==> src/rtl/uart_pkg.sv <==
// Shared types and default constants for the UART receive path.
package uart_pkg;

    typedef enum logic [2:0] {
        IDLE,
        START,
        DATA,
        STOP,
        BRK_WAIT
    } rx_state_t;

    localparam int unsigned UART_OVERSAMPLE = 16;
    localparam int unsigned UART_DATA_BITS  = 8;

endpackage

==> src/rtl/uart_sync2.sv <==
// Two-flop synchroniser for a single asynchronous bit; resets to the idle-high level.
module uart_sync2 (
    input  logic clk,
    input  logic reset,
    input  logic d,
    output logic q
);

    logic meta;

    always_ff @(posedge clk or posedge reset) begin
        if (reset) begin
            meta <= 1'b1;
            q    <= 1'b1;
        end else begin
            meta <= d;
            q    <= meta;
        end
    end

endmodule

==> src/rtl/uart_rx_deser.sv <==
// Oversampling UART receiver: start-bit validation, mid-bit sampling, stop check,
// and a single-entry valid/ready output register with frame-error and overrun pulses.
module uart_rx_deser
    import uart_pkg::*;
#(
    parameter int unsigned OVERSAMPLE = UART_OVERSAMPLE,
    parameter int unsigned DATA_BITS  = UART_DATA_BITS
) (
    input  logic                 clk,
    input  logic                 reset,
    input  logic                 os_tick,
    input  logic                 rx_line,
    output logic [DATA_BITS-1:0] rx_data,
    output logic                 rx_valid,
    input  logic                 rx_ready,
    output logic                 frame_err,
    output logic                 overrun,
    output logic                 busy
);

    localparam int unsigned TW = $clog2(OVERSAMPLE);
    localparam int unsigned BW = (DATA_BITS > 1) ? $clog2(DATA_BITS) : 1;
    localparam logic [TW-1:0] HALF_LAST = TW'(OVERSAMPLE / 2 - 1);
    localparam logic [TW-1:0] FULL_LAST = TW'(OVERSAMPLE - 1);
    localparam logic [BW-1:0] BIT_LAST  = BW'(DATA_BITS - 1);

    logic                 sline;
    rx_state_t            state, state_n;
    logic [TW-1:0]        tick_cnt, tick_n;
    logic [BW-1:0]        bit_cnt, bit_n;
    logic [DATA_BITS-1:0] shreg, shreg_n;
    logic                 deliver;
    logic                 ferr_n;
    logic                 drop;

    uart_sync2 u_sync (
        .clk   (clk),
        .reset (reset),
        .d     (rx_line),
        .q     (sline)
    );

    always_comb begin
        state_n = state;
        tick_n  = tick_cnt;
        bit_n   = bit_cnt;
        shreg_n = shreg;
        deliver = 1'b0;
        ferr_n  = 1'b0;
        if (os_tick) begin
            unique case (state)
                IDLE: begin
                    if (!sline) begin
                        state_n = START;
                        tick_n  = '0;
                    end
                end
                START: begin
                    if (tick_cnt == HALF_LAST) begin
                        if (sline) begin
                            state_n = IDLE;
                        end else begin
                            state_n = DATA;
                            tick_n  = '0;
                            bit_n   = '0;
                        end
                    end else begin
                        tick_n = tick_cnt + 1'b1;
                    end
                end
                DATA: begin
                    if (tick_cnt == FULL_LAST) begin
                        tick_n  = '0;
                        shreg_n = {sline, shreg[DATA_BITS-1:1]};
                        if (bit_cnt == BIT_LAST) begin
                            state_n = STOP;
                            bit_n   = '0;
                        end else begin
                            bit_n = bit_cnt + 1'b1;
                        end
                    end else begin
                        tick_n = tick_cnt + 1'b1;
                    end
                end
                STOP: begin
                    if (tick_cnt == FULL_LAST) begin
                        tick_n = '0;
                        if (sline) begin
                            deliver = 1'b1;
                            state_n = IDLE;
                        end else begin
                            ferr_n  = 1'b1;
                            state_n = BRK_WAIT;
                        end
                    end else begin
                        tick_n = tick_cnt + 1'b1;
                    end
                end
                BRK_WAIT: begin
                    if (sline) begin
                        state_n = IDLE;
                    end
                end
                default: state_n = IDLE;
            endcase
        end
    end

    // A byte arriving into a full register that is not being drained is lost.
    assign drop = deliver && rx_valid && !rx_ready;
    assign busy = (state != IDLE);

    always_ff @(posedge clk or posedge reset) begin
        if (reset) begin
            state     <= IDLE;
            tick_cnt  <= '0;
            bit_cnt   <= '0;
            shreg     <= '0;
            rx_data   <= '0;
            rx_valid  <= 1'b0;
            frame_err <= 1'b0;
            overrun   <= 1'b0;
        end else begin
            state     <= state_n;
            tick_cnt  <= tick_n;
            bit_cnt   <= bit_n;
            shreg     <= shreg_n;
            frame_err <= ferr_n;
            overrun   <= drop;
            if (deliver && !drop) begin
                rx_data  <= shreg;
                rx_valid <= 1'b1;
            end else if (rx_valid && rx_ready) begin
                rx_valid <= 1'b0;
            end
        end
    end

endmodule

==> config.mk <==
export PLATFORM = sky130hd
export DESIGN_NAME = uart_rx_deser
export DESIGN_NICKNAME = d
export VERILOG_FILES = /design/src/rtl/uart_pkg.sv /design/src/rtl/uart_sync2.sv /design/src/rtl/uart_rx_deser.sv
export SDC_FILE = /design/constraint.sdc
export NUM_CORES = 1
export LEC_CHECK = 0
export BUFFER_PORTS_ARGS = -buffer_cell sky130_fd_sc_hd__buf_2
export CAP_MARGIN = 20
export CORE_MARGIN = 1.5
export CORE_UTILIZATION = 50
export DETAILED_ROUTE_END_ITERATION = 6
export PLACE_DENSITY = 0.78
export SLEW_MARGIN = 30
export SYNTH_ARGS = -nofsm -noshare
export SYNTH_HDL_FRONTEND = slang
export SYNTH_HIERARCHICAL = 1
export SYNTH_SLANG_ARGS = --single-unit
==> constraint.sdc <==
create_clock -name clk -period 2 [get_ports clk]
set_input_delay 0.5 -clock clk [delete_from_list [all_inputs] [get_ports clk]]
set_output_delay 0.5 -clock clk [all_outputs]
set_load 0.005 [all_outputs]
; ---- After elaboration in Yosys (flattened, before gate mapping)
; Index checks and enable logic that the tools add are counted.
[classes]
n_addsub = 2
n_eq_ne = 14
n_mux = 28
n_reduce_logical = 16
[op_table]
columns = op, n
row1 = $mux 3, 11
row2 = $pmux 3 s5, 1
row3 = $mux 4, 3
row4 = $ne 2x2->1 const B, 6
row5 = $pmux 4 s3, 1
row6 = $mux 1, 10
row7 = $reduce_and 7->1, 1
row8 = $eq 3x2->1 const B, 2
row9 = $eq 3x3->1 const B, 2
row10 = $pmux 3 s2, 1
row11 = $reduce_bool 3->1, 2
row12 = $reduce_and 5->1, 1
row13 = $add 4x1->4 const B, 1
row14 = $eq 4x3->1 const B, 1
row15 = $eq 4x4->1 const B, 1
row16 = $logic_and 1x1->1, 4
row17 = $reduce_bool 2->1, 2
row18 = $add 3x1->3 const B, 1
row19 = $eq 3x1->1 const B, 1
row20 = $logic_not 3->1, 1
row21 = $reduce_and 3->1, 1
row22 = $logic_not 1->1, 2
row23 = $mux 2, 1
row24 = $ne 2x1->1 const B, 1
row25 = 2 further kinds, 2
[totals]
ff_bits = 31
inputBits = 5
output_inout_bits = 12

; ---- Longest topological paths before layout
; Gate-level depths: netlist of the first run.
[logic_depth]
ltp_word = 9
depth_mapped = 6

; ---- By module
; Netlist of the first run, hierarchy kept.
[modules_own_cells]
columns = mod, n_inst, cells_per_inst, area_per_inst_um2, seq_area_each_um2
row1 = uart_rx_deser, 1, 115, 1430.1, 725.7
row2 = uart_sync2, 1, 3, 56.3, 52.6

; ---- Least setup slack after synthesis of the first run
; Ideal clock, no wire load.
[synth_path]
kind = in2reg
startpoint = in os_tick
endpoint = reg rx_data[0]
setup_time_ps = 125
arrival_ps = 1710
setup_slack_ps = 165
cell_stages = 6
n_path_buf = 2
cell_sequence = buf_4 -> nand4_2 -> or3_4 -> nor2b_4 -> buf_12 -> mux2_4
[synth_via]
elab_chain_cells = 5
[synth_lines]
columns = item, line
row1 = from (decl), uart_rx_deser.sv:11  ; input logic os_tick,
row2 = $mux 1 *, uart_rx_deser.sv:50  ; if (os_tick) begin
row3 = $logic_and 1x1->1 (2 in a row), uart_rx_deser.sv:110  ; assign drop = deliver && rx_valid && !rx_ready;
row4 = $logic_not 1->1, uart_rx_deser.sv:130  ; if (deliver && !drop) begin
row5 = $logic_and 1x1->1 *, uart_rx_deser.sv:130
row6 = to (signal assigned), uart_rx_deser.sv:131  ; rx_data <= shreg;
row7 = to (decl), uart_rx_deser.sv:13  ; output logic [DATA_BITS-1:0] rx_data,
; Mark *: on every way between the ends. The rest lies on a longest branch, timed or not.
; A chain may end at the register's enable or synchronous reset.

; ---- Worst setup path in the final report of the first run
[layout_path]
startpoint = reg tick_cnt[0]
endpoint = reg rx_data[2]
[layout_via]
elab_chain_cells = 8
[layout_lines]
columns = item, line
row1 = from (decl), uart_rx_deser.sv:29  ; logic [TW-1:0] tick_cnt, tick_n;
row2 = from (signal assigned), uart_rx_deser.sv:125  ; tick_cnt <= tick_n;
row3 = $eq 4x4->1 *, uart_rx_deser.sv:86  ; if (tick_cnt == FULL_LAST) begin
row4 = $mux 1 *, uart_rx_deser.sv:86
row5 = $mux 1 *, uart_rx_deser.sv:51  ; unique case (state)
row6 = $mux 1 *, uart_rx_deser.sv:50
row7 = $logic_and 1x1->1 (2 in a row), uart_rx_deser.sv:110
row8 = $logic_not 1->1, uart_rx_deser.sv:130
row9 = $logic_and 1x1->1 *, uart_rx_deser.sv:130
; Marks and branches as above.

==> results of run 1 <==
[logic make-up after synthesis]
group,after synthesis,share of synthesized area
AO/OA/AOI/OAI,19,0.0867
XOR/XNOR,1,0.00589
adder cells (fa/ha/maj),3,0.0253
buffers and inverters,11,0.0471
flip-flops,31,0.524
multiplexers,21,0.178
AND/OR/NAND/NOR,32,0.133
[per-stage QoR]
stage	instance area, um^2	utilization	hold slack, ns	cells
after floorplan	1490	-	0.345	118
after global placement	1610	0.580	0.347	167
after detailed placement	1610	0.580	0.347	167
after CTS	1700	0.611	0.182	175
after global routing	1720	0.619	0.186	176
final	1720	0.619	0.194	176
[power groups by stage]
| stage | Sequential [mW] | Combinational (mW) | Clock, mW |
|---|---|---|---|
| 2_1_floorplan | 0.794 | 0.460 | 0 |
| 3_3_place_gp | 0.811 | 0.556 | 0 |
| 3_5_place_dp | 0.817 | 0.584 | 0 |
| 4_1_cts | 0.806 | 0.586 | 0.525 |
| 5_1_grt | 0.827 | 0.653 | 0.556 |
| 6_report | 0.806 | 0.587 | 0.512 |
[state kept, by name, summed over array words and instances (netlist names)]
register     flops
rx_data          8
u_sync/meta      1
tick_cnt         4
rx_valid         1
state            3
bit_cnt          3
overrun          1
frame_err        1
shreg            8
u_sync/q         1
[cell type report]
cell class              count  area [um^2]  area share
clock buffers               6         51.3      0.0298
clock inverters             2         35.0      0.0204
inverters                   5         18.8      0.0109
multi-input cells          76          638       0.371
flip-flops and latches     31          778       0.452
well taps                  31         38.8      0.0225
repair buffers             25          160      0.0931
[routing by layer]
| layer | vias to the layer above | global-route usage | share of wire | wire length (um) |
|---|---|---|---|---|
| met5 | - | 0 | 0 | 0 |
| met4 | 0 | 0.0897 | 0.022 | 57 |
| met3 | 6 | 0.0499 | 0.040 | 104 |
| met2 | 20 | 0.279 | 0.48 | 1250 |
| met1 | 486 | 0.245 | 0.46 | 1210 |
| li1 | 475 | - | - | - |
[critical path, stage by stage (launching register included)]
cell and delay, ns:
dfrtp_1 0.40, ha_1 0.21, nand4_2 0.15, or3_4 0.42, nor2b_4 0.14, buf_12 0.14, mux2_4 0.30
[cell usage in the layout, fill, tap and decap left out, drive strengths merged, types with 4 or more instances in the layout]
cell type / instances
nor2: 5
nand2: 6
clkbuf: 6
nor3: 4
mux2: 20
inv: 5
dfrtp: 29
buf: 25
o21ai: 4
[path summary, 6_finish.rpt]
kind / start / to / slack [ns]
max: tick_cnt[0]$_DFFE_PP0P_ / rx_data[2]$_DFFE_PP0P_ / 0.14
min: reset / u_sync/meta$_DFF_PP1_ / 0.19
max reg2reg: tick_cnt[0]$_DFFE_PP0P_ / rx_data[2]$_DFFE_PP0P_ / 0.14
min reg2reg: u_sync/meta$_DFF_PP1_ / u_sync/q$_DFF_PP1_ / 0.36
max in group asynchronous: reset / tick_cnt[1]$_DFFE_PP0P_ / 1.51
min in group clk: rx_line / u_sync/meta$_DFF_PP1_ / 0.26
==> out/results.tsv, run 1 <==
stage	metric	value	unit
timing	post-route-min-period	1.86	ns
die	dieArea	3310	um^2
global_routing	grt_start_max_net_pins	30	
power	comb_power_share	0.308	
synth	ys_ff_latch	31	
synth	synth_area_per_cell	12.6	um^2
timing	setup_viol	0	
timing	drv_slew	0	
power	power_switching	0.610	mW
run	drv_cap	0	
timing	worst_pin_slew	0.427	ns
outcome	status	complete, no violations	
timing	setup-tns-final	0	ns
synth	synth_top_cell_area_share	0.488	
synth	synth.distinct_cells	40	
power	seqPwrFrac	0.423	
cells_and_area	area_delta_synth_final	15.7	%
die	row_count	19	
die	initial_core_util	0.534	
drt	firstDrtPassIters	4	
clock_tree	clk_pin_slew	0.10	ns
critical_path	cp.required	2.22	ns
synth	yosys_warnings	6	
timing	relSlewSlack	0.715	
timing	clock.fmax	537	MHz
critical_path	path_class	reg -> reg	
synth	yosysMostFrequentCell	dfrtp_1	
synth	ys_seq_area_frac	0.524	
place	post-place-ws	0.0463	ns
clock_tree	postCtsSetupBuffers	0	
place	dpl.hpwl	1880	um
clock_tree	ctsRootBufferMaster	clkbuf_4	
global_routing	grt_pass1_vias	941	
power	swShare	0.320	
clock_tree	clockBufferDepth	2	
clock_tree	numCtsBuffers	5	
global_routing	grt_overflow	0	
clock_tree	clock_sinks	31	
drt	drt_iter0_markers	27	
synth	yosysTopAreaCell	dfrtp_1	
die	coreArea	2780	um^2
power	leakage	0.894	nW
power	peakVddDrop	969	uV
synth	synth_commonest_cells	dfrtp_1, mux2_2, mux2_4, nand2_1, inv_1	
drt	ant_nets	0	
die	die_w	57.5	um
critical_path	cp-start-kind	flip-flop	
timing	worst_slack	0.138	ns
cells_and_area	fillers	220	
critical_path	cp.arrival	2.08	ns
global_routing	grt_pass1_wl	4550	um
timing	clock_skew	0.00509	ns
synth	netlist_area	1490	um^2
die	pin_count	17	
clock_tree	cts-hold-fix-buffers	0	
clock_tree	h-tree-depth	2	
min_path	hp-class	in -> async	
die	die_h	57.5	um
cells_and_area	antenna_cells	0	
clock_tree	worst_skew_pair.late_latency	0.33	ns
critical_path	cp-end-kind	flip-flop	
synth	async_flop_share	1.00	
synth	synthCells	118	
drt	postRouteWirelength	2620	um
drt	route.detailed.drc	0	
power	p_clk_frac	0.269	
power	power.density	1110	nW/um^2
drt	via_count	987	
place	portBuffers	16	
drt	wire_per_inst	14.9	um
global_routing	antenna_found_initial	0	
cells_and_area	nNetsFinal	152	
timing	hold_viol	0	
clock_tree	cts_resized	0	
place	routabilityCongestion	0.811	
synth	synth_fp_nets	126	
critical_path	critPathMaxFanout	8	
synth	synth_edf_count	0	
synth	synth_area_leaders	dfrtp_1, mux2_2, mux2_4	
timing	finalCritPeriodShare	0.931	
critical_path	rr_worst_depth	6	
timing	grt_setup_unrepaired	no	
power	p_int	1.29	mW
clock_tree	cts_tree	done	
drt	vias_per_cell	5.61	
synth	ys.flop_type	dfrtp_1	
cells_and_area	drive_gt1_frac	0.414	
global_routing	grt_use_total	0.184	
power	p_total	1.90	mW
Note: power is estimated with default switching activity, not from simulation.
==> run 2, diff against run 1 <==
--- a/config.mk
+++ b/config.mk
@@ -11,6 +11,7 @@
 export CORE_UTILIZATION = 50
 export DETAILED_ROUTE_END_ITERATION = 6
 export PLACE_DENSITY = 0.78
+export RECOVER_POWER = 25
 export SLEW_MARGIN = 30
 export SYNTH_ARGS = -nofsm -noshare
 export SYNTH_HDL_FRONTEND = slang
==> out/results.tsv, run 2 (same netlist as run 1, synthesis figures left out) <==
stage	metric	value	unit
min_path	hp-class	in -> async	
cells_and_area	area_delta_synth_final	15.4	%
place	post-place-ws	0.0463	ns
die	dieArea	3310	um^2
cells_and_area	drive_gt1_frac	0.400	
critical_path	critPathMaxFanout	8	
place	portBuffers	16	
clock_tree	clock_sinks	31	
drt	ant_nets	0	
clock_tree	numCtsBuffers	5	
global_routing	grt_overflow	0	
place	routabilityCongestion	0.811	
global_routing	grt_start_max_net_pins	30	
clock_tree	worst_skew_pair.late_latency	0.33	ns
clock_tree	clk_pin_slew	0.10	ns
critical_path	cp.required	2.22	ns
cells_and_area	nNetsFinal	152	
timing	setup-tns-final	0	ns
run	drv_cap	0	
timing	clock.fmax	537	MHz
cells_and_area	fin_area	1720	um^2
timing	drv_slew	0	
die	initial_core_util	0.534	
place	dp_cells	167	
cells_and_area	antenna_cells	0	
drt	route.detailed.drc	0	
drt	vias_per_cell	5.59	
drt	postRouteWirelength	2630	um
cells_and_area	utilization	0.617	
cells_and_area	multi_input_area	638	um^2
timing	hold_viol	0	
power	leakage	0.887	nW
place	dpl.hpwl	1880	um
die	die_h	57.5	um
die	coreArea	2780	um^2
global_routing	grt_pass1_vias	941	
drt	via_count	984	
clock_tree	h-tree-depth	2	
power	power.density	1110	nW/um^2
cells_and_area	seq_area	778	um^2
power	p_total	1.90	mW
cells_and_area	final_cells	176	
timing	setup_viol	0	
critical_path	cp-end-kind	flip-flop	
global_routing	grt_pass1_wl	4550	um
power	peakVddDrop	969	uV
die	die_w	57.5	um
cells_and_area	reg.largest.list	rx_data (8), shreg (8), tick_cnt (4)	
timing	post-route-min-period	1.86	ns
timing	finalCritPeriodShare	0.931	
timing	grt_setup_unrepaired	no	
place	place_area	1610	um^2
clock_tree	cts_resized	0	
clock_tree	clockBufferDepth	2	
timing	clock_skew	0.00581	ns
cells_and_area	most-common-layout-cells	dfrtp_1, buf_2, mux2_2, mux2_4, buf_4	
global_routing	grt_use_total	0.184	
timing	relSlewSlack	0.0141	
timing	worst_slack	0.138	ns
critical_path	cp.arrival	2.08	ns
critical_path	cp-start-kind	flip-flop	
outcome	status	complete, no violations	
clock_tree	ctsRootBufferMaster	clkbuf_4	
die	pin_count	17	
die	row_count	19	
timing	whs	0.177	ns
drt	drt_iter0_markers	26	
drt	wire_per_inst	14.9	um
drt	firstDrtPassIters	4	
cells_and_area	fillers	222	
critical_path	path_class	reg -> reg	
cells_and_area	final_common_cell	dfrtp_1	
clock_tree	cts_tree	done	
timing	worst_pin_slew	1.48	ns
clock_tree	cts-hold-fix-buffers	0	
global_routing	antenna_found_initial	0	
[run 2: final cells by class]
cell class | count | share of cell area
timing repair buffer | 25 | 0.0904
clock buffer | 6 | 0.0299
multi-input combinational | 76 | 0.372
sequential | 31 | 0.454
tap | 31 | 0.0226
inverter | 5 | 0.0109
clock inverter | 2 | 0.0204
[run 2: worst paths after layout]
| path | start | endpoint | slack [ns] | cells after the start |
|---|---|---|---|---|
| hold / removal | reset | u_sync/meta$_DFF_PP1_ | 0.18 | 2 |
| setup reg to reg | tick_cnt[0]$_DFFE_PP0P_ | rx_data[2]$_DFFE_PP0P_ | 0.14 | 6 |
| hold reg to reg | u_sync/meta$_DFF_PP1_ | u_sync/q$_DFF_PP1_ | 0.36 | 0 |
| max in group asynchronous | reset | tick_cnt[1]$_DFFE_PP0P_ | 0.48 | 3 |
| setup / recovery | tick_cnt[0]$_DFFE_PP0P_ | rx_data[2]$_DFFE_PP0P_ | 0.14 | 6 |
| min in group clk | rx_line | u_sync/meta$_DFF_PP1_ | 0.26 | 1 |
[run 2: worst max-delay path, stage by stage (launching register included)]
cell and delay, ns:
dfrtp_1 0.40, ha_1 0.21, nand4_2 0.15, or3_4 0.42
nor2b_4 0.14, buf_12 0.14, mux2_4 0.30
[run 2: where the power goes]
| part | switching (mW) | internal, mW | leakage [nW] |
|---|---|---|---|
| Sequential | 0.0833 | 0.722 | 0.414 |
| Clock | 0.218 | 0.295 | 0.0482 |
| Combinational | 0.310 | 0.276 | 0.425 |
| Total | 0.611 | 1.29 | 0.887 |
[run 2: timing repair]
action / CTS / global route
setup buffers: 0 / 1
setup endpoints to repair: 0 / 8
hold endpoints to repair: 0 / 0
[run 2: metal layers]
layer	track usage	routed length [um]	share of wire
met2	0.279	1250	0.48
met1	0.245	1210	0.46
met3	0.0499	105	0.040
met4	0.0897	57	0.022
met5	0	0	0
==> run 3, diff against run 2 <==
--- a/config.mk
+++ b/config.mk
@@ -7,9 +7,9 @@
 export LEC_CHECK = 0
 export BUFFER_PORTS_ARGS = -buffer_cell sky130_fd_sc_hd__buf_2
 export CAP_MARGIN = 20
-export CORE_MARGIN = 1.5
 export CORE_UTILIZATION = 50
 export DETAILED_ROUTE_END_ITERATION = 6
+export GPL_TIMING_DRIVEN = 0
 export PLACE_DENSITY = 0.78
 export RECOVER_POWER = 25
 export SLEW_MARGIN = 30
==> out/results.tsv, run 3 (same netlist as run 1, synthesis figures left out) <==
stage	metric	value	unit
global_routing	grt_pass1_wl	4400	um
place	portBuffers	15	
cells_and_area	reg.largest.list	rx_data (8), shreg (8), tick_cnt (4)	
critical_path	rr_worst_depth	6	
timing	post-route-min-period	1.89	ns
timing	drv_slew	0	
die	pin_count	17	
critical_path	cp.required	2.22	ns
die	initial_core_util	0.534	
drt	wire_per_inst	14.7	um
cells_and_area	seq_area	778	um^2
critical_path	cp-start-kind	flip-flop	
clock_tree	clock_sinks	31	
critical_path	reg2reg_to	rx_data[3]$_DFFE_PP0P_	
clock_tree	ctsRootBufferMaster	clkbuf_4	
power	leakage	0.866	nW
clock_tree	h-tree-depth	2	
timing	setup_viol	0	
place	dpl.hpwl	1760	um
critical_path	path_class	reg -> reg	
critical_path	cp-end-kind	flip-flop	
cells_and_area	area_delta_synth_final	14.2	%
critical_path	path_cells	ha_4 -> nand4_2 -> or3_4 -> nor2b_4 -> buf_12 -> mux2_4	
critical_path	critPathMaxFanout	8	
clock_tree	clk_pin_slew	0.09	ns
run	drv_cap	0	
cells_and_area	nNetsFinal	148	
cells_and_area	final_common_cell	dfrtp_1	
timing	clock.fmax	528	MHz
cells_and_area	drive_gt1_frac	0.390	
critical_path	r2r_start	tick_cnt[0]$_DFFE_PP0P_	
timing	setup-tns-final	0	ns
global_routing	grt_pass1_vias	958	
power	comb_power_share	0.308	
power	p_total	1.91	mW
outcome	status	complete, no violations	
die	die_h	56.5	um
clock_tree	postCtsSetupBuffers	0	
timing	finalCritPeriodShare	0.946	
power	p_clk_frac	0.266	
clock_tree	numCtsBuffers	5	
global_routing	grt_use_total	0.182	
critical_path	endpoint	rx_data[3]$_DFFE_PP0P_	
critical_path	rrSetupSlack	0.11	ns
clock_tree	worst_skew_pair.late_latency	0.33	ns
power	p_int	1.29	mW
power	power.density	1120	nW/um^2
global_routing	grt_overflow	0	
clock_tree	clockBufferDepth	2	
cells_and_area	multi_input_area	651	um^2
global_routing	grt_start_max_net_pins	30	
power	seqPwrFrac	0.426	
power	power_switching	0.618	mW
critical_path	critical-path-max-stage-delay	0.44	ns
place	routabilityCongestion	0.836	
critical_path	crit_path_top_delay_cell	dfrtp_1	
die	dieArea	3200	um^2
cells_and_area	antenna_cells	0	
drt	firstDrtPassIters	4	
timing	worst_pin_slew	1.06	ns
global_routing	antenna_found_initial	0	
die	row_count	19	
timing	grt_setup_unrepaired	no	
critical_path	cp-startpoint	tick_cnt[0]$_DFFE_PP0P_	
timing	clock_skew	0.00434	ns
timing	hold_viol	0	
timing	relSlewSlack	0.290	
cells_and_area	fillers	232	
drt	via_count	981	
power	peakVddDrop	831	uV
clock_tree	cts_tree	done	
power	swShare	0.324	
drt	ant_nets	0	
min_path	hp-class	in -> async	
drt	postRouteWirelength	2530	um
die	die_w	56.5	um
cells_and_area	most-common-layout-cells	dfrtp_1, buf_2, mux2_2, mux2_4, nand2_1	
drt	vias_per_cell	5.70	
die	coreArea	2780	um^2
critical_path	cp.arrival	2.11	ns
drt	route.detailed.drc	0	
drt	drt_iter0_markers	23	
## run 3: cell types whose count changed in the layout (fill, tap and decap cells not counted)
cell | before | now
ha_4 | 0 | 1
ha_1 | 3 | 2
buf_4 | 7 | 3
## run 3: timing repair
item | CTS | global route
hold buffers | 0 | 0
endpoints found under the setup margin | 0 | 8
gates resized for setup | 0 | 2
## run 3: worst min path at each step
stage | end | slack, ns | cells after the start
2_1_floorplan | u_sync/q$_DFF_PP1_ | 0.35 | 0
3_3_place_gp | u_sync/q$_DFF_PP1_ | 0.35 | 0
3_5_place_dp | u_sync/q$_DFF_PP1_ | 0.35 | 0
4_1_cts | u_sync/q$_DFF_PP1_ | 0.18 | 2
5_1_grt | u_sync/q$_DFF_PP1_ | 0.17 | 2
6_report | u_sync/q$_DFF_PP1_ | 0.16 | 2
## run 3: critical path, delay by kind of cell (launching register included)
family	cells	cell delay, ns
adders and majority gates	1	0.21
DFF	1	0.44
muxes	1	0.30
buffers and inverters	1	0.14
and+or+nand+nor	3	0.70
## run 3: power groups by stage
stage	Combinational [mW]	Sequential, mW	Clock (mW)
final	0.587	0.813	0.507
after global routing	0.666	0.828	0.544
after CTS	0.575	0.805	0.517
after detailed placement	0.570	0.816	0
after global placement	0.541	0.809	0
after floorplan	0.460	0.794	0
## run 3: final cells by class
| type | count | share of cell area |
|---|---|---|
| multi-input cells | 76 | 0.383 |
| flip-flops and latches | 31 | 0.458 |
| well taps | 31 | 0.0228 |
| clock buffers | 6 | 0.0302 |
| clock inverters | 2 | 0.0206 |
| inverters | 5 | 0.0111 |
| repair buffers | 15 | 0.0435 |
| plain buffers | 6 | 0.0302 |
## run 3: metal layers
layer	track usage	share of wire
met5	0	0
met1	0.241	0.46
met2	0.274	0.49
met4	0.0767	0.011
met3	0.0622	0.047
## run 3: through the flow
step	setup slack, ns	std cells	utilization	area, um^2	hold WS, ns
floorplan	0.165	118	-	1490	0.345
global placement	0.0487	164	0.575	1600	0.347
detailed placement	0.0326	164	0.575	1600	0.351
CTS	0.000873	172	0.606	1690	0.179
global route	0.0302	172	0.610	1700	0.169
finish	0.108	172	0.610	1700	0.159
